--- src/rtl/l1_threshold_servo.sv ---
// l1_threshold_servo: Wishbone master that closes the loop on L1 trigger beam
// thresholds. Each iteration arms the trigger-rate counter, waits for the
// count-done edge, reads every beam's count and nudges that beam's threshold
// toward the target rate, writing back only thresholds that changed.
// Optional build macro THRESH_READBACK_EN: every threshold write is followed by
// a readback of the same address; a mismatch sets the sticky err_o.
module l1_threshold_servo #(
   parameter int unsigned NBEAMS      = 2,
   parameter int unsigned THRESH_W    = 18,
   parameter int unsigned INIT_THRESH = 5000,
   parameter int unsigned MIN_THRESH  = 16,
   parameter int unsigned MAX_THRESH  = 262143,
   parameter logic [12:0] CTRL_ADDR   = 13'h1800,
   parameter logic [31:0] CTRL_START  = 32'h2,
   parameter logic [12:0] COUNT_BASE  = 13'h1000,
   parameter logic [12:0] THRESH_BASE = 13'h0800,
   parameter logic [12:0] BEAM_STRIDE = 13'h0200,
   parameter int unsigned WB_TIMEOUT  = 255
) (
   input  logic        wb_clk_i,
   input  logic        wb_rstn_i,
   input  logic        enable_i,
   input  logic [31:0] target_i,
   input  logic [15:0] tol_i,
   input  logic [7:0]  step_i,
   input  logic        trigger_count_done_i,
   output logic        m_wb_cyc_o,
   output logic        m_wb_stb_o,
   output logic        m_wb_we_o,
   output logic [12:0] m_wb_adr_o,
   output logic [31:0] m_wb_dat_o,
   output logic [3:0]  m_wb_sel_o,
   input  logic [31:0] m_wb_dat_i,
   input  logic        m_wb_ack_i,
   output logic        busy_o,
   output logic        iter_done_o,
   output logic [15:0] iter_count_o,
   output logic        err_o
);

   localparam int BW = (NBEAMS > 1) ? $clog2(NBEAMS) : 1;
   localparam int TW = (WB_TIMEOUT > 1) ? $clog2(WB_TIMEOUT) : 1;
   // Wide enough that threshold + step and step + MIN_THRESH never wrap.
   localparam int XW = THRESH_W + 9;

   typedef enum logic [2:0] {
      S_IDLE,
      S_ARM,
      S_WAIT_DONE,
      S_RD_CNT,
      S_CALC,
      S_WR_THR,
`ifdef THRESH_READBACK_EN
      S_RB_THR,
`endif
      S_NEXT
   } state_t;

   // Upper edge of the deadband, clamped at the top of the 32-bit range.
   function automatic logic [31:0] band_hi(input logic [31:0] t, input logic [15:0] w);
      logic [32:0] s;
      s = {1'b0, t} + {17'd0, w};
      return s[32] ? 32'hFFFF_FFFF : s[31:0];
   endfunction

   // Lower edge of the deadband, clamped at zero.
   function automatic logic [31:0] band_lo(input logic [31:0] t, input logic [15:0] w);
      return (t >= {16'd0, w}) ? (t - {16'd0, w}) : 32'd0;
   endfunction

   // Raise a threshold by one step, saturating at MAX_THRESH.
   function automatic logic [THRESH_W-1:0] thr_up(input logic [THRESH_W-1:0] thr,
                                                  input logic [7:0] st);
      logic [XW-1:0] s;
      s = XW'(thr) + XW'(st);
      if (s > XW'(MAX_THRESH)) return THRESH_W'(MAX_THRESH);
      return s[THRESH_W-1:0];
   endfunction

   // Lower a threshold by one step, saturating at MIN_THRESH.
   function automatic logic [THRESH_W-1:0] thr_dn(input logic [THRESH_W-1:0] thr,
                                                  input logic [7:0] st);
      if (XW'(thr) < (XW'(st) + XW'(MIN_THRESH))) return THRESH_W'(MIN_THRESH);
      return thr - THRESH_W'(st);
   endfunction

   state_t                state_q, state_d;
   logic                  cyc_q, cyc_d;
   logic                  we_q, we_d;
   logic [12:0]           adr_q, adr_d;
   logic [31:0]           dat_q, dat_d;
   logic [3:0]            sel_q, sel_d;
   logic [TW-1:0]         tmo_q, tmo_d;
   logic [BW-1:0]         b_q, b_d;
   logic [31:0]           cnt_q, cnt_d;
   logic [THRESH_W-1:0]   thr_q [NBEAMS];
   logic [THRESH_W-1:0]   thr_d [NBEAMS];
   logic                  err_q, err_d;
   logic                  idone_q, idone_d;
   logic [15:0]           iter_q, iter_d;
   logic                  dsync1_q, dsync2_q, dsync3_q;

   logic                  done_rise;
   logic                  ack;
   logic                  issue;
   logic [12:0]           b13;
   logic [THRESH_W-1:0]   thr_new;

   // Two-flop synchronizer for the asynchronous count-done level, plus one
   // more flop so its rising edge can be detected.
   always_ff @(posedge wb_clk_i or negedge wb_rstn_i) begin
      if (!wb_rstn_i) begin
         dsync1_q <= 1'b0;
         dsync2_q <= 1'b0;
         dsync3_q <= 1'b0;
      end else begin
         dsync1_q <= trigger_count_done_i;
         dsync2_q <= dsync1_q;
         dsync3_q <= dsync2_q;
      end
   end

   assign done_rise = dsync2_q & ~dsync3_q;

   // State, bus and servo registers; reset clears the bus immediately and
   // restores every threshold to its power-up value.
   always_ff @(posedge wb_clk_i or negedge wb_rstn_i) begin
      if (!wb_rstn_i) begin
         state_q <= S_IDLE;
         cyc_q   <= 1'b0;
         we_q    <= 1'b0;
         adr_q   <= '0;
         dat_q   <= '0;
         sel_q   <= '0;
         tmo_q   <= '0;
         b_q     <= '0;
         cnt_q   <= '0;
         err_q   <= 1'b0;
         idone_q <= 1'b0;
         iter_q  <= '0;
         for (int i = 0; i < int'(NBEAMS); i++) begin
            thr_q[i] <= THRESH_W'(INIT_THRESH);
         end
      end else begin
         state_q <= state_d;
         cyc_q   <= cyc_d;
         we_q    <= we_d;
         adr_q   <= adr_d;
         dat_q   <= dat_d;
         sel_q   <= sel_d;
         tmo_q   <= tmo_d;
         b_q     <= b_d;
         cnt_q   <= cnt_d;
         err_q   <= err_d;
         idone_q <= idone_d;
         iter_q  <= iter_d;
         for (int i = 0; i < int'(NBEAMS); i++) begin
            thr_q[i] <= thr_d[i];
         end
      end
   end

   // Next-state logic: a bus-issuing state raises cyc on its first cycle (so
   // cyc appears the cycle after entry) and leaves when ack is sampled, which
   // guarantees an idle bus cycle between consecutive transactions.
   always_comb begin
      state_d = state_q;
      cyc_d   = cyc_q;
      we_d    = we_q;
      adr_d   = adr_q;
      dat_d   = dat_q;
      sel_d   = sel_q;
      tmo_d   = tmo_q;
      b_d     = b_q;
      cnt_d   = cnt_q;
      thr_d   = thr_q;
      err_d   = err_q;
      idone_d = 1'b0;
      iter_d  = iter_q;
      thr_new = thr_q[b_q];
      b13     = 13'(b_q);
      ack     = cyc_q & m_wb_ack_i;
      issue   = ~cyc_q;

      // Common handshake and timeout handling for whichever transaction is open.
      if (cyc_q) begin
         if (m_wb_ack_i) begin
            cyc_d = 1'b0;
            tmo_d = '0;
         end else if (tmo_q == TW'(WB_TIMEOUT - 1)) begin
            cyc_d   = 1'b0;
            tmo_d   = '0;
            err_d   = 1'b1;
            state_d = S_IDLE;
         end else begin
            tmo_d = tmo_q + TW'(1);
         end
      end

      case (state_q)
         S_IDLE: begin
            if (enable_i) state_d = S_ARM;
         end
         S_ARM: begin
            if (issue) begin
               cyc_d = 1'b1;
               we_d  = 1'b1;
               sel_d = 4'hF;
               adr_d = CTRL_ADDR;
               dat_d = CTRL_START;
            end else if (ack) begin
               state_d = S_WAIT_DONE;
            end
         end
         S_WAIT_DONE: begin
            if (done_rise) state_d = S_RD_CNT;
         end
         S_RD_CNT: begin
            if (issue) begin
               cyc_d = 1'b1;
               we_d  = 1'b0;
               sel_d = 4'h0;
               adr_d = COUNT_BASE + (b13 << 2);
               dat_d = '0;
            end else if (ack) begin
               cnt_d   = m_wb_dat_i;
               state_d = S_CALC;
            end
         end
         S_CALC: begin
            if (cnt_q > band_hi(target_i, tol_i)) begin
               thr_new = thr_up(thr_q[b_q], step_i);
            end else if (cnt_q < band_lo(target_i, tol_i)) begin
               thr_new = thr_dn(thr_q[b_q], step_i);
            end
            thr_d[b_q] = thr_new;
            state_d    = (thr_new != thr_q[b_q]) ? S_WR_THR : S_NEXT;
         end
         S_WR_THR: begin
            if (issue) begin
               cyc_d = 1'b1;
               we_d  = 1'b1;
               sel_d = 4'hF;
               adr_d = THRESH_BASE + (BEAM_STRIDE * b13);
               dat_d = 32'(thr_q[b_q]);
            end else if (ack) begin
`ifdef THRESH_READBACK_EN
               state_d = S_RB_THR;
`else
               state_d = S_NEXT;
`endif
            end
         end
`ifdef THRESH_READBACK_EN
         S_RB_THR: begin
            if (issue) begin
               cyc_d = 1'b1;
               we_d  = 1'b0;
               sel_d = 4'h0;
               adr_d = THRESH_BASE + (BEAM_STRIDE * b13);
               dat_d = '0;
            end else if (ack) begin
               if (m_wb_dat_i[THRESH_W-1:0] != thr_q[b_q]) err_d = 1'b1;
               state_d = S_NEXT;
            end
         end
`endif
         S_NEXT: begin
            if (b_q == BW'(NBEAMS - 1)) begin
               b_d     = '0;
               idone_d = 1'b1;
               iter_d  = iter_q + 16'd1;
               state_d = S_IDLE;
            end else begin
               b_d     = b_q + BW'(1);
               state_d = S_RD_CNT;
            end
         end
         default: begin
            state_d = S_IDLE;
         end
      endcase
   end

   assign m_wb_cyc_o   = cyc_q;
   assign m_wb_stb_o   = cyc_q;
   assign m_wb_we_o    = we_q;
   assign m_wb_adr_o   = adr_q;
   assign m_wb_dat_o   = dat_q;
   assign m_wb_sel_o   = sel_q;
   assign busy_o       = (state_q != S_IDLE);
   assign iter_done_o  = idone_q;
   assign iter_count_o = iter_q;
   assign err_o        = err_q;

endmodule

--- config.mk ---
export PLATFORM = sky130hd
export DESIGN_NAME = l1_threshold_servo
export DESIGN_NICKNAME = d
export VERILOG_FILES = /design/src/rtl/l1_threshold_servo.sv
export SDC_FILE = /design/constraint.sdc
export NUM_CORES = 1
export LEC_CHECK = 0
export CAP_MARGIN = 0
export CORE_ASPECT_RATIO = 0.9
export CORE_MARGIN = 1
export CORE_UTILIZATION = 45
export CTS_CLUSTER_SIZE = 20
export DETAILED_ROUTE_END_ITERATION = 6
export PLACE_DENSITY = 0.71
export SYNTH_ARGS = -nofsm -noshare
export SYNTH_HDL_FRONTEND = slang
export SYNTH_SLANG_ARGS = --single-unit
--- constraint.sdc ---
create_clock -name wb_clk_i -period 4.8 [get_ports wb_clk_i]
set_input_delay 0.96 -clock wb_clk_i [delete_from_list [all_inputs] [get_ports wb_clk_i]]
set_output_delay 0.96 -clock wb_clk_i [all_outputs]
set_load 0.01 [all_outputs]
After elaboration in Yosys (flattened, before gate mapping)
Index checks and enable logic that the tools add are counted.

Logic and storage cells: 123. Memories kept: 0. Bits of input ports: 93. ROM bits: 0. Bits in registers: 152. Output and inout bits: 71. Memory bits (writable): 0. Bits in latches: 0.

Shift-type cells: 0. Divide/modulo/power cells: 0. Multiply operators: 0. Mux-type cells: 60. Equality and inequality tests: 12. Add/subtract/negate cells: 10. Reductions and logical operators: 12. Order comparisons: 7. Bitwise logic cells: 5.

Operators by type and width (count): two-way mux 18 bit (11); two-way mux 32 bit (5); case mux 32 bit (3 select lines) (1); two-way mux 13 bit (3); case mux 13 bit (3 select lines) (1); bitwise mux 36 bit (1); adder 32 x 16 -> 33 bit (1); two-way mux 3 bit (11); greater-or-equal comparator 32 x 16 -> 1 bit (1); greater-than comparator 32 bit (1); less-than comparator 32 bit (1); subtractor 32 x 16 -> 32 bit (1); case mux 3 bit (7 select lines) (1); adder 18 x 8 -> 19 bit (1); greater-than comparator 19 x 18 -> 1 bit (second input constant) (1); demux 18 bit (select 1 bit) (1); less-than comparator 18 x 9 -> 1 bit (1); inequality test 18 bit (1); subtractor 18 x 8 -> 18 bit (1); two-way mux 1 bit (17); adder 16 x 1 -> 16 bit (second input constant) (1); two-way mux 8 bit (2); adder 12 x 10 -> 13 bit (first input constant) (1); adder 13 x 3 -> 13 bit (first input constant) (1); 26 further kinds (39).

Longest topological paths before layout
Gate-level depths: netlist (run 1).

Depth in word-level cells: 16. Depth in mapped cells: 26. Mapped depth without buffers: 25.

Least setup slack after synthesis (run 1)
Ideal clock, no wire load.

Path kind: input -> register. From: in tol_i[2]. To: reg state_q[1]. Stages on the path: 26. Path slack: -1712 ps. Path buffers: 4. Required time: 4674 ps. Data arrival time: 6386 ps. Cell sequence: inv_1 > ha_1 > clkbuf_1 > o21bai_1 > a21oi_1 > o21ai_1 > o211ai_1 > a31oi_1 > a221o_1 > a221oi_1 > nor3_1 > clkbuf_1 > nor2_1 > ha_1 > nand4_1 > or4_1 > a21o_1 > a41oi_1 > o21a_1 > clkbuf_1 > nand2_1 > clkbuf_1 > o22ai_1 > a2bb2oi_1 > and4bb_1 > a221o_1.

Longest elaborated chain between the ends: 9. Elaborated cells between the ends (all ways): 13. Those cells by class: add/sub: 2; order compare: 3; eq/ne: 1; mux: 7.

Ends and longest elaborated chain: start: declaration (line 24) `input logic [15:0] tol_i,`; subtractor 32 x 16 -> 32 bit or greater-or-equal comparator 32 x 16 -> 1 bit (tied branches) (line 68) `return (t >= {16'd0, w}) ? (t - {16'd0, w}) : 32'd0;`; two-way mux 32 bit (line 68); less-than comparator 32 bit (line 233) `end else if (cnt_q < band_lo(target_i, tol_i)) begin`; two-way mux 18 bit (line 233); two-way mux 18 bit * (line 231) `if (cnt_q > band_hi(target_i, tol_i)) begin`; two-way mux 18 bit * (line 200) `case (state_q)`; inequality test 18 bit * (line 237) `state_d = (thr_new != thr_q[b_q]) ? S_WR_THR : S_NEXT;`; two-way mux 2 bit * (line 237); case mux 3 bit (7 select lines) * (line 200); via state_d[1] (line 87) `state_t state_q, state_d;`; end signal: assignment (line 145) `state_q <= state_d;`; end: declaration (line 87).

The timed path passes the listed nets; every way through them passes the cells marked *. The select of a mux whose other input is x is not followed. A chain may end at the register's enable or synchronous reset.

Worst setup path after layout (run 1)
From: in tol_i[0]. To: reg state_q[1].

Same word-level chain as after synthesis.

==> results.py, run 1 <==
metrics = {
    "route": {
        "detailedRoute.firstIterationViolations": 877,
        "first_pass_iters": 6,
        "vias_per_cell": 5.76,
        "vias": 12023,
        "detail_route.drc_violations": 0,
        "wire_per_inst_um": 17.9,
        "postRouteWirelength_um": 37400,
        "route.antenna.remaining_nets": 0,
    },
    "sta": {
        "finalHoldViolCount": 0,
        "report.final.setup_viol": 38,
        "grt_setup_unrepaired": "true",
        "period_needed_ns": 5.99,
        "final_max_slew_viol_count": 0,
        "max_slew_margin_pct": 16.5,
        "worst_slew_pin_slew_ns": 1.25,
        "finalClockSkew_ns": 0.0121,
        "setup_slack_ns": -1.19,
        "fin_setup_tns_ns": -27.02,
        "max_clock_freq_mhz": 167,
        "layout_worst_path_cycle_share_pct": 125,
    },
    "cts": {
        "cts_tree": "yes",
        "clk_path_buf_depth": 2,
        "clk_latency_ns": 0.43,
        "cts-htree-levels": 4,
        "cts.root.buffer_cell": "sky130_fd_sc_hd__clkbuf_16",
        "cts_made_buffers": 17,
        "cts_hold_repair.buffers": 0,
        "clk_transition_reported_paths_ns": 0.07,
        "clkSinkCount": 125,
    },
    "grt": {
        "globalRouteOverflowTotal": 0,
        "grt_start_max_net_pins": 73,
        "grt_pass1_wl_um": 60100,
        "grt_util_all_layers_pct": 28.8,
        "grt_antenna_before_repair": 0,
        "first_global_vias": 11841,
    },
    "critical_path": {
        "cp-end-kind": "flop",
        "timing.critical_path.from_type": "primary input",
        "cp.depth": 26,
        "cp_data_required_time_ns": 5.11,
        "critical_path.slowest_cell": "sky130_fd_sc_hd__or4_1",
        "cp_top_family": "compound AO/OA/AOI/OAI gates",
        "crit-reg2reg-capture": "state_q[0]",
        "critical_path_class": "primary input to flop",
        "rr_startpoint": "b_q",
        "timing.reg2reg.setup_slack_ns": 0.34,
        "worst-path-max-fanout": 6,
        "cp_common_cell": "sky130_fd_sc_hd__a221o_1",
        "crit_path_start": "tol_i[0]",
        "critical_path_arrival_ns": 6.30,
        "critical_path.n_buffers_inverters": 4,
        "cpPeakStageDelay_ns": 0.54,
        "worst-r2r-cell-count": 14,
    },
    "floorplanning": {
        "design.die.area_sq_um": 26000,
        "core_area_sq_um": 24500,
        "rows": 54,
        "initial_core_utilization_pct": 46.5,
        "die_x_um": 170,
        "chip_height_um": 153,
        "ioPinCount": 164,
    },
    "hold_path": {
        "hold-path-endpoint": "dsync2_q",
        "worstHoldPathCells": 0,
        "min_path_type": "flop to flop",
        "worstHoldStart": "dsync1_q",
    },
    "finish": {
        "area_delta_synth_final_pct": 47.0,
        "antenna_cells": 0,
        "nNetsFinal": 1956,
        "drive_above_1_share_pct": 30.3,
        "most-common-layout-cells": "sky130_fd_sc_hd__buf_4, sky130_fd_sc_hd__nand2_1, sky130_fd_sc_hd__clkdlybuf4s50_1",
        "mostFrequentLayoutCell": "sky130_fd_sc_hd__buf_4",
    },
    "run": {
        "cap_violations": 0,
    },
    "pwr": {
        "peakVddDrop_v": 0.000308,
        "total_power_mw": 10.1,
        "comb_power_share_pct": 68.3,
        "power.share.clock_pct": 12.4,
        "power-per-cell-area_nw_per_um2": 600,
        "power.net_switching_mw": 4.68,
        "leakage_nw": 7.49,
        "internal_power_mw": 5.38,
        "swShare_pct": 46.5,
        "power.sequential.fraction_pct": 19.3,
    },
    "synthesis": {
        "synth.largest_area_cell": "sky130_fd_sc_hd__dfrtp_1",
        "synth-edff-count": 0,
        "synth-async-reset-ratio_pct": 100,
        "yosysTopAreaCellShare_pct": 25.2,
        "synth_simple_gate_area_share_pct": 20.8,
        "distinct_cell_type_count_of_the_synthesized_netlist": 84,
        "main_combinational_cell_family_by_area_after_synthesis": "simple AND/OR/NAND/NOR gates",
        "seq_area_frac_synth_pct": 27.5,
        "yosysWarnings": 0,
        "post_synth_inst_count": 1376,
        "synth-compound-area-share_pct": 20.0,
        "synth.cell_area_sq_um": 11400,
        "synth_fa_ha_area_share_pct": 13.8,
        "post_synth_mux_area_share_pct": 6.22,
        "synth_seq_cells": 125,
        "avgSynthCellArea_sq_um": 8.29,
        "yosys.area_share.xor_xnor_pct": 5.53,
        "synth_ff_type": "sky130_fd_sc_hd__dfrtp_1",
        "netlist_top_cells_area": "sky130_fd_sc_hd__dfrtp_1, sky130_fd_sc_hd__ha_1, sky130_fd_sc_hd__nand2_1",
    },
    "status": {
        "run_status": "finished, violations left",
        "violations_in_the_final_reports": "negative setup slack",
    },
    "placed_design": {
        "place_hpwl_um": 26700,
        "place_congestion": 1.01,
        "port_buf_inserts": 140,
    },
}
## power by group through the flow
stage / Sequential, mW / Clock (mW) / Combinational [mW]
floorplan: 1.78 / 0 / 3.65
detailed placement: 1.93 / 0 / 5.46
CTS: 1.92 / 1.26 / 6.30
finish: 1.94 / 1.25 / 6.87
global placement: 1.91 / 0 / 5.37
global route: 1.99 / 1.31 / 7.42
## state kept, by name, summed over array words and instances, names as in the netlist
| register | flops |
|---|---|
| iter_count_o | 16 |
| cnt_q | 32 |
| state_q | 3 |
| m_wb_cyc_o | 1 |
| thr_q | 36 |
| b_q | 1 |
| err_o | 1 |
| iter_done_o | 1 |
| dsync1_q | 1 |
| m_wb_sel_o | 1 |
| dsync3_q | 1 |
| dsync2_q | 1 |
| m_wb_dat_o | 18 |
| m_wb_adr_o | 4 |
| tmo_q | 8 |
## synthesized netlist by cell type, types with 6 or more instances
library cell and number:
sky130_fd_sc_hd__o31ai_1 12, sky130_fd_sc_hd__nand2_1 147, sky130_fd_sc_hd__clkbuf_1 53, sky130_fd_sc_hd__nor4_1 9, sky130_fd_sc_hd__nor2b_1 18, sky130_fd_sc_hd__a31oi_1 12, sky130_fd_sc_hd__a21o_1 14, sky130_fd_sc_hd__mux2_2 37
sky130_fd_sc_hd__mux2i_1 27, sky130_fd_sc_hd__inv_1 68, sky130_fd_sc_hd__xnor2_1 49, sky130_fd_sc_hd__xor2_1 23, sky130_fd_sc_hd__o21bai_1 6, sky130_fd_sc_hd__o21ai_1 25, sky130_fd_sc_hd__and3_1 12, sky130_fd_sc_hd__buf_4 28
sky130_fd_sc_hd__o22ai_1 9, sky130_fd_sc_hd__and2_1 7, sky130_fd_sc_hd__nand2b_1 25, sky130_fd_sc_hd__dfstp_2 10, sky130_fd_sc_hd__nand3b_1 9, sky130_fd_sc_hd__nor3b_1 6, sky130_fd_sc_hd__ha_1 119, sky130_fd_sc_hd__o221ai_1 9
sky130_fd_sc_hd__nand3_1 43, sky130_fd_sc_hd__or3_1 15, sky130_fd_sc_hd__a211o_1 7, sky130_fd_sc_hd__dfrtp_1 115, sky130_fd_sc_hd__a211oi_1 12, sky130_fd_sc_hd__nand4_1 18, sky130_fd_sc_hd__and4_1 7, sky130_fd_sc_hd__o21ai_0 92
sky130_fd_sc_hd__nor2_1 101, sky130_fd_sc_hd__nor3_1 40, sky130_fd_sc_hd__o21a_1 10, sky130_fd_sc_hd__o211ai_1 9, sky130_fd_sc_hd__a21oi_1 79
## per-layer routing
metal | GRT usage (%) | part of all wire [%] | routed length (um) | vias up
li1 | - | - | - | 5660
met3 | 4.87 | 6.4 | 2400 | 112
met5 | 0 | 0 | 0 | -
met1 | 37.0 | 42 | 15800 | 5730
met4 | 11.7 | 3.2 | 1200 | 0
met2 | 47.8 | 48 | 18000 | 521
## layout make-up
class	count	area, sq um
clock inverters	14	121
fillers	1926	7760
well taps	336	420
multi-input cells	1118	8740
inverters	68	258
repair buffers	410	3640
flip-flops and latches	125	3140
clock buffers	18	439
## per-stage QoR
stage | cells | hold slack [ns] | instance area, sq um | util [%] | setup slack, ns
floorplan | 1398 | 0.331 | 11700 | - | -0.995
global route | 2089 | 0.365 | 16800 | 68.4 | -1.37
detailed placement | 1979 | 0.341 | 14500 | 59.1 | -1.92
CTS | 2078 | 0.356 | 16400 | 67.0 | -1.02
finish | 2089 | 0.354 | 16800 | 68.4 | -1.19
global placement | 1979 | 0.337 | 14500 | 59.1 | -1.81
## cell families (layout without fill, tap and decap cells)
group | Yosys count | count (layout)
simple gates | 479 | 479
fa+ha+maj | 123 | 123
compound gates | 355 | 355
buf+inv | 155 | 510
xor+xnor | 72 | 72
other cells | 1 | 23
mux | 66 | 66
flops | 125 | 125
## worst max-delay path by stage
stage | slack, ns | endpoint
global placement | -1.81 | state_q[1]
CTS | -1.02 | state_q[1]
global route | -1.37 | state_q[1]
floorplan | -0.99 | state_q[1]
finish | -1.19 | state_q[1]
detailed placement | -1.92 | state_q[1]
## timing repair
action                                  in CTS  in global routing
gates resized for setup                    232                 77
hold endpoints to repair                     0                  0
cloned                                       3                  0
endpoints found under the setup margin      38                 38
setup buffers                               71                 26
pin swaps                                   98                 70
No activity file was read; power rests on OpenSTA's default activity.
==> run 2: changes to the inputs <==
- ABC_AREA: not set -> 1
- CAP_MARGIN: 0 -> 5
==> run 2 against run 1 <==
Global-route usage is 2.6 points lower. Via count down 5.4%. Largest power group unchanged. Clock power grew 9%. Clock skew rose by 0.0039 ns. Non-clock buffer count shrank 45. The run still ends with negative setup slack left.
==> results.py, run 2 <==
metrics = {
    "floorplanning": {
        "die_x_um": 167,
        "initial_core_utilization_pct": 45.7,
        "design.die.area_sq_um": 25200,
        "core_area_sq_um": 24200,
        "ioPinCount": 164,
        "chip_height_um": 151,
        "rows": 54,
    },
    "placed_design": {
        "placement.cell_area_sq_um": 14100,
        "port_buf_inserts": 140,
        "place_congestion": 0.913,
        "place_hpwl_um": 24700,
    },
    "route": {
        "wire_per_inst_um": 15.5,
        "vias": 11372,
        "detailedRoute.firstIterationViolations": 787,
        "route.antenna.remaining_nets": 0,
        "postRouteWirelength_um": 33500,
        "vias_per_cell": 5.26,
        "detail_route.drc_violations": 0,
        "first_pass_iters": 5,
    },
    "sta": {
        "finalHoldViolCount": 0,
        "fin_worst_hold_slack_ns": 0.352,
        "grt_setup_unrepaired": "true",
        "report.final.setup_viol": 38,
        "layout_worst_path_cycle_share_pct": 113,
        "period_needed_ns": 5.42,
        "max_slew_margin_pct": 16.2,
        "final_max_slew_viol_count": 0,
        "finalClockSkew_ns": 0.0160,
        "worst_slew_pin_slew_ns": 1.26,
        "max_clock_freq_mhz": 185,
        "setup_slack_ns": -0.618,
    },
    "finish": {
        "fill_cells": 2022,
        "finish.instance_area_sq_um": 15800,
        "mostFrequentLayoutCell": "sky130_fd_sc_hd__nand2_1",
        "most-common-layout-cells": "sky130_fd_sc_hd__nand2_1, sky130_fd_sc_hd__buf_4, sky130_fd_sc_hd__inv_1",
        "drive_above_1_share_pct": 28.1,
        "largest_register_ff_count": 36,
        "nNetsFinal": 2058,
        "area_delta_synth_final_pct": 42.7,
        "top_register": "thr_q",
    },
    "critical_path": {
        "rr_startpoint": "b_q",
        "crit-reg2reg-capture": "state_q[0]",
        "worst-r2r-cell-count": 25,
        "cp_common_cell": "sky130_fd_sc_hd__nand2_2",
        "timing.reg2reg.setup_slack_ns": 0.37,
        "critical_path_arrival_ns": 5.71,
        "cpPeakStageDelay_ns": 0.36,
        "cp-end-kind": "flop",
        "worst-path-max-fanout": 6,
        "critical_path.slowest_cell": "sky130_fd_sc_hd__fa_2",
        "timing.critical_path.from_type": "primary input",
        "crit_path_start": "tol_i[0]",
        "cp_data_required_time_ns": 5.09,
        "critical_path_class": "primary input to flop",
    },
    "pwr": {
        "power.share.clock_pct": 16.4,
        "internal_power_mw": 4.52,
        "power.sequential.fraction_pct": 20.4,
        "leakage_nw": 7.81,
        "peakVddDrop_v": 0.000391,
        "power-per-cell-area_nw_per_um2": 527,
        "comb_power_share_pct": 63.2,
        "power.net_switching_mw": 3.80,
        "swShare_pct": 45.6,
    },
    "synthesis": {
        "synth-async-reset-ratio_pct": 100,
        "synth.largest_area_cell": "sky130_fd_sc_hd__dfrtp_1",
        "post_synth_inst_count": 1500,
        "yosysTopAreaCellShare_pct": 26.0,
        "synth_seq_cells": 125,
        "synth-edff-count": 0,
        "avgSynthCellArea_sq_um": 7.37,
        "synth.cell_area_sq_um": 11100,
        "synth.most_common_cell": "sky130_fd_sc_hd__nand2_1",
        "yosysWarnings": 0,
        "synth.top_cells.by_count": "sky130_fd_sc_hd__nand2_1, sky130_fd_sc_hd__inv_1, sky130_fd_sc_hd__nor2_1, sky130_fd_sc_hd__ha_1, sky130_fd_sc_hd__dfrtp_1",
        "seq_area_frac_synth_pct": 28.4,
        "synth_ff_type": "sky130_fd_sc_hd__dfrtp_1",
        "distinct_cell_type_count_of_the_synthesized_netlist": 61,
        "netlist_top_cells_area": "sky130_fd_sc_hd__dfrtp_1, sky130_fd_sc_hd__ha_1, sky130_fd_sc_hd__nand2_1",
    },
    "grt": {
        "grt_pass1_wl_um": 52700,
        "grt_start_max_net_pins": 68,
        "grt_util_all_layers_pct": 26.1,
        "grt_antenna_before_repair": 1,
        "first_global_vias": 10869,
        "globalRouteOverflowTotal": 0,
    },
    "run": {
        "cap_violations": 0,
    },
    "status": {
        "violations_in_the_final_reports": "negative setup slack",
        "run_status": "finished, violations left",
    },
    "cts": {
        "cts_tree": "yes",
        "cts-htree-levels": 4,
        "cts_made_buffers": 17,
        "clkSinkCount": 125,
        "clk_latency_ns": 0.43,
        "clk_path_buf_depth": 2,
        "cts.root.buffer_cell": "sky130_fd_sc_hd__clkbuf_16",
        "clk_transition_reported_paths_ns": 0.06,
    },
    "hold_path": {
        "worstHoldStart": "dsync1_q",
        "worstHoldPathCells": 0,
        "min_path_type": "flop to flop",
        "hold-path-endpoint": "dsync2_q",
    },
}
run 2: power groups by stage:
stage	combinational [mW]	sequential, mW	clock (mW)
finish	5.26	1.69	1.36
global route	5.80	1.73	1.43
CTS	4.70	1.67	1.38
detailed placement	4.38	1.68	0
global placement	4.30	1.68	0
floorplan	2.96	1.62	0
run 2: metal layers:
layer / up-vias / share of wire, % / track usage [%]
met5: - / 0 / 0
met4: 0 / 2.3 / 8.67
met3: 51 / 4.4 / 3.47
met2: 305 / 47 / 44.0
met1: 5363 / 46 / 34.8
li1: 5653 / - / -
run 2: logic make-up (layout without fill, tap and decap cells):
family	Yosys count	count (layout)	synth area share [%]
and+or+nand+nor	667	669	26.6
AOI/OAI and AO/OA	256	256	13.7
buffers and inverters	240	571	9.38
DFF	125	125	28.4
adders and majority gates	123	123	14.2
xor gates and xnor gates	56	56	4.43
muxes	32	32	3.25
other	1	24	0.0339
run 2: critical path: cells and delay by family:
family,cells,cell delay [ns]
AO/OA/AOI/OAI,5,0.62
buffers and inverters,7,0.52
adder cells (fa/ha/maj),3,0.80
AND/OR/NAND/NOR,27,2.78
run 2: per-stage QoR:
| step | utilization, % | setup TNS [ns] | worst slack, ns | cells | total power [mW] |
|---|---|---|---|---|---|
| 6_report | 65.3 | -14.35 | -0.618 | 2164 | 8.32 |
| 5_1_grt | 65.3 | -24.58 | -0.995 | 2164 | 8.96 |
| 4_1_cts | 62.8 | -13.87 | -0.551 | 2146 | 7.76 |
| 3_5_place_dp | 58.3 | -50.85 | -1.57 | 2089 | 6.06 |
| 3_3_place_gp | 58.3 | -45.47 | -1.46 | 2089 | 5.97 |
| 2_1_floorplan | - | -6.18 | -0.453 | 1522 | 4.58 |
run 2: layout make-up:
cell class,count,area (sq um),area share [%]
Clock buffer,19,453,2.87
Sequential cell,125,3140,19.9
Inverter,174,666,4.22
Timing Repair Buffer,365,3220,20.4
Antenna cell,1,2.50,0.0159
Multi-Input combinational cell,1159,7740,49.0
Tap cell,308,385,2.44
Clock inverter,13,176,1.12
run 2: worst max path at each step:
| stage | to | slack [ns] | depth (start not counted) |
|---|---|---|---|
| after floorplan | state_q[0] | -0.45 | 38 |
| after global placement | state_q[0] | -1.46 | 38 |
| after detailed placement | state_q[0] | -1.57 | 38 |
| after CTS | state_q[0] | -0.55 | 39 |
| after global routing | state_q[0] | -1.0 | 41 |
| final | state_q[0] | -0.62 | 42 |
run 2: timing repair:
item / CTS / global route
pin swaps: 60 / 60
buffers inserted: 25 / 17
hold buffers: 0 / 0
hold endpoints to repair: 0 / 0
setup endpoints to repair: 38 / 38
cloned: 1 / 1
resized for setup: 115 / 108
==> run 3: changes to the inputs <==
- CORE_UTILIZATION: 45 -> 51
- PLACE_DENSITY: 0.71 -> 0.79
==> run 3 against run 2 <==
The flow still finishes with violations (negative setup slack). Utilization increased by 9.7 points. Register-to-register slack improved by 0.06 ns. Combinational power about the same. Critical path depth decreased by 3. Clock skew about the same. Critical path type unchanged. Critical endpoint unchanged.
==> results.py, run 3 (synthesized netlist as in run 2, its figures left out) <==
metrics = {
    "status": {
        "run_status": "finished, violations left",
        "violations_in_the_final_reports": "negative setup slack",
    },
    "hold_path": {
        "min_path_type": "flop to flop",
    },
    "cts": {
        "cts.root.buffer_cell": "sky130_fd_sc_hd__clkbuf_16",
        "clk_latency_ns": 0.42,
        "cts-htree-levels": 4,
        "cts_hold_repair.buffers": 0,
        "clkSinkCount": 125,
        "clk_path_buf_depth": 2,
        "clk_transition_reported_paths_ns": 0.06,
        "cts_made_buffers": 17,
        "cts_tree": "yes",
    },
    "sta": {
        "layout_worst_path_cycle_share_pct": 115,
        "max_slew_margin_pct": 14.1,
        "setup_slack_ns": -0.711,
        "period_needed_ns": 5.51,
        "fin_worst_hold_slack_ns": 0.372,
        "finalClockSkew_ns": 0.0165,
        "max_clock_freq_mhz": 181,
        "report.final.setup_viol": 38,
        "final_max_slew_viol_count": 0,
        "worst_slew_pin_slew_ns": 1.29,
        "grt_setup_unrepaired": "true",
        "finalHoldViolCount": 0,
    },
    "finish": {
        "finish.utilization_pct": 75.0,
        "largest_register_ff_count": 36,
        "most-common-layout-cells": "sky130_fd_sc_hd__nand2_1, sky130_fd_sc_hd__buf_4, sky130_fd_sc_hd__inv_1",
        "drive_above_1_share_pct": 27.8,
        "nNetsFinal": 2073,
        "top_register": "thr_q",
        "mostFrequentLayoutCell": "sky130_fd_sc_hd__nand2_1",
        "finish.instance_area_sq_um": 15800,
        "area_delta_synth_final_pct": 42.5,
    },
    "floorplanning": {
        "design.die.area_sq_um": 22300,
        "chip_height_um": 142,
        "initial_core_utilization_pct": 52.6,
        "rows": 50,
        "core_area_sq_um": 21000,
        "die_x_um": 157,
        "ioPinCount": 164,
    },
    "grt": {
        "grt_start_max_net_pins": 72,
        "grt_pass1_wl_um": 56900,
        "globalRouteOverflowTotal": 0,
        "grt_antenna_before_repair": 2,
        "grt_util_all_layers_pct": 32.0,
        "first_global_vias": 11829,
    },
    "critical_path": {
        "critical_path_arrival_ns": 5.80,
        "rr_startpoint": "b_q",
        "cp-end-kind": "flop",
        "timing.reg2reg.setup_slack_ns": 0.43,
        "crit-reg2reg-capture": "state_q[0]",
        "cp_data_required_time_ns": 5.09,
        "worst-r2r-cell-count": 23,
        "critical_path.endpoint": "state_q[0]",
        "crit_path_start": "target_i[0]",
        "critical_path_class": "primary input to flop",
        "cpPeakStageDelay_ns": 0.42,
        "critical_path.slowest_cell": "sky130_fd_sc_hd__fa_2",
        "timing.critical_path.from_type": "primary input",
        "worst-path-max-fanout": 6,
    },
    "pwr": {
        "peakVddDrop_v": 0.000405,
        "leakage_nw": 7.85,
        "power-per-cell-area_nw_per_um2": 526,
    },
    "placed_design": {
        "placement.cell_area_sq_um": 14100,
        "place_hpwl_um": 25400,
        "place_congestion": 0.986,
        "port_buf_inserts": 140,
    },
    "route": {
        "vias": 12286,
        "postRouteWirelength_um": 37100,
        "vias_per_cell": 5.69,
        "detailedRoute.firstIterationViolations": 1021,
        "route.antenna.remaining_nets": 0,
        "wire_per_inst_um": 17.2,
        "first_pass_iters": 7,
        "detail_route.drc_violations": 0,
    },
    "run": {
        "cap_violations": 0,
    },
}
run 3: timing repair:
action / 4_1_cts / 5_1_grt
buffers inserted: 32 / 18
endpoints found under the setup margin: 38 / 38
pin swaps: 63 / 40
cloned: 2 / 0
resized for setup: 125 / 89
run 3: worst min-delay path by stage:
stage | startpoint | end | depth (start not counted)
after floorplan | dsync1_q | dsync2_q | 0
after global placement | dsync1_q | dsync2_q | 0
after detailed placement | dsync1_q | dsync2_q | 0
after CTS | dsync1_q | dsync2_q | 0
after global routing | dsync1_q | dsync2_q | 0
final | dsync1_q | dsync2_q | 0
run 3: power by group:
part / switching (mW) / internal, mW
clock: 0.498 / 0.820
sequential: 0.310 / 1.41
combinational: 3.06 / 2.19
total: 3.87 / 4.41
run 3: layout make-up:
type | instances | area [sq um]
diodes | 2 | 5.00
repair buffers | 380 | 3300
inverters | 174 | 669
clock buffers | 19 | 433
fillers | 1411 | 5260
flip-flops and latches | 125 | 3140
multi-input cells | 1159 | 7680
clock inverters | 13 | 168
well taps | 286 | 358
run 3: critical path: cells and delay by family:
kind | cells | cell delay [ns]
adders and majority gates | 3 | 0.83
AOI/OAI and AO/OA | 4 | 0.49
and+or+nand+nor | 26 | 3.11
buffers and inverters | 6 | 0.42
run 3: through the flow:
step | setup TNS, ns | total power, mW | cells | setup WS, ns
CTS | -13.09 | 7.76 | 2140 | -0.517
finish | -16.93 | 8.28 | 2158 | -0.711
global route | -27.41 | 8.83 | 2158 | -1.09
floorplan | -6.18 | 4.58 | 1522 | -0.453
detailed placement | -52.68 | 6.06 | 2076 | -1.65
global placement | -47.28 | 5.92 | 2076 | -1.53
run 3: metal layers:
metal,track usage (%),routed length (um),vias up
met5,0,0,-
met4,12.9,1480,0
met3,5.56,3190,148
met2,51.9,17200,673
met1,42.3,15300,5768
li1,-,-,5697
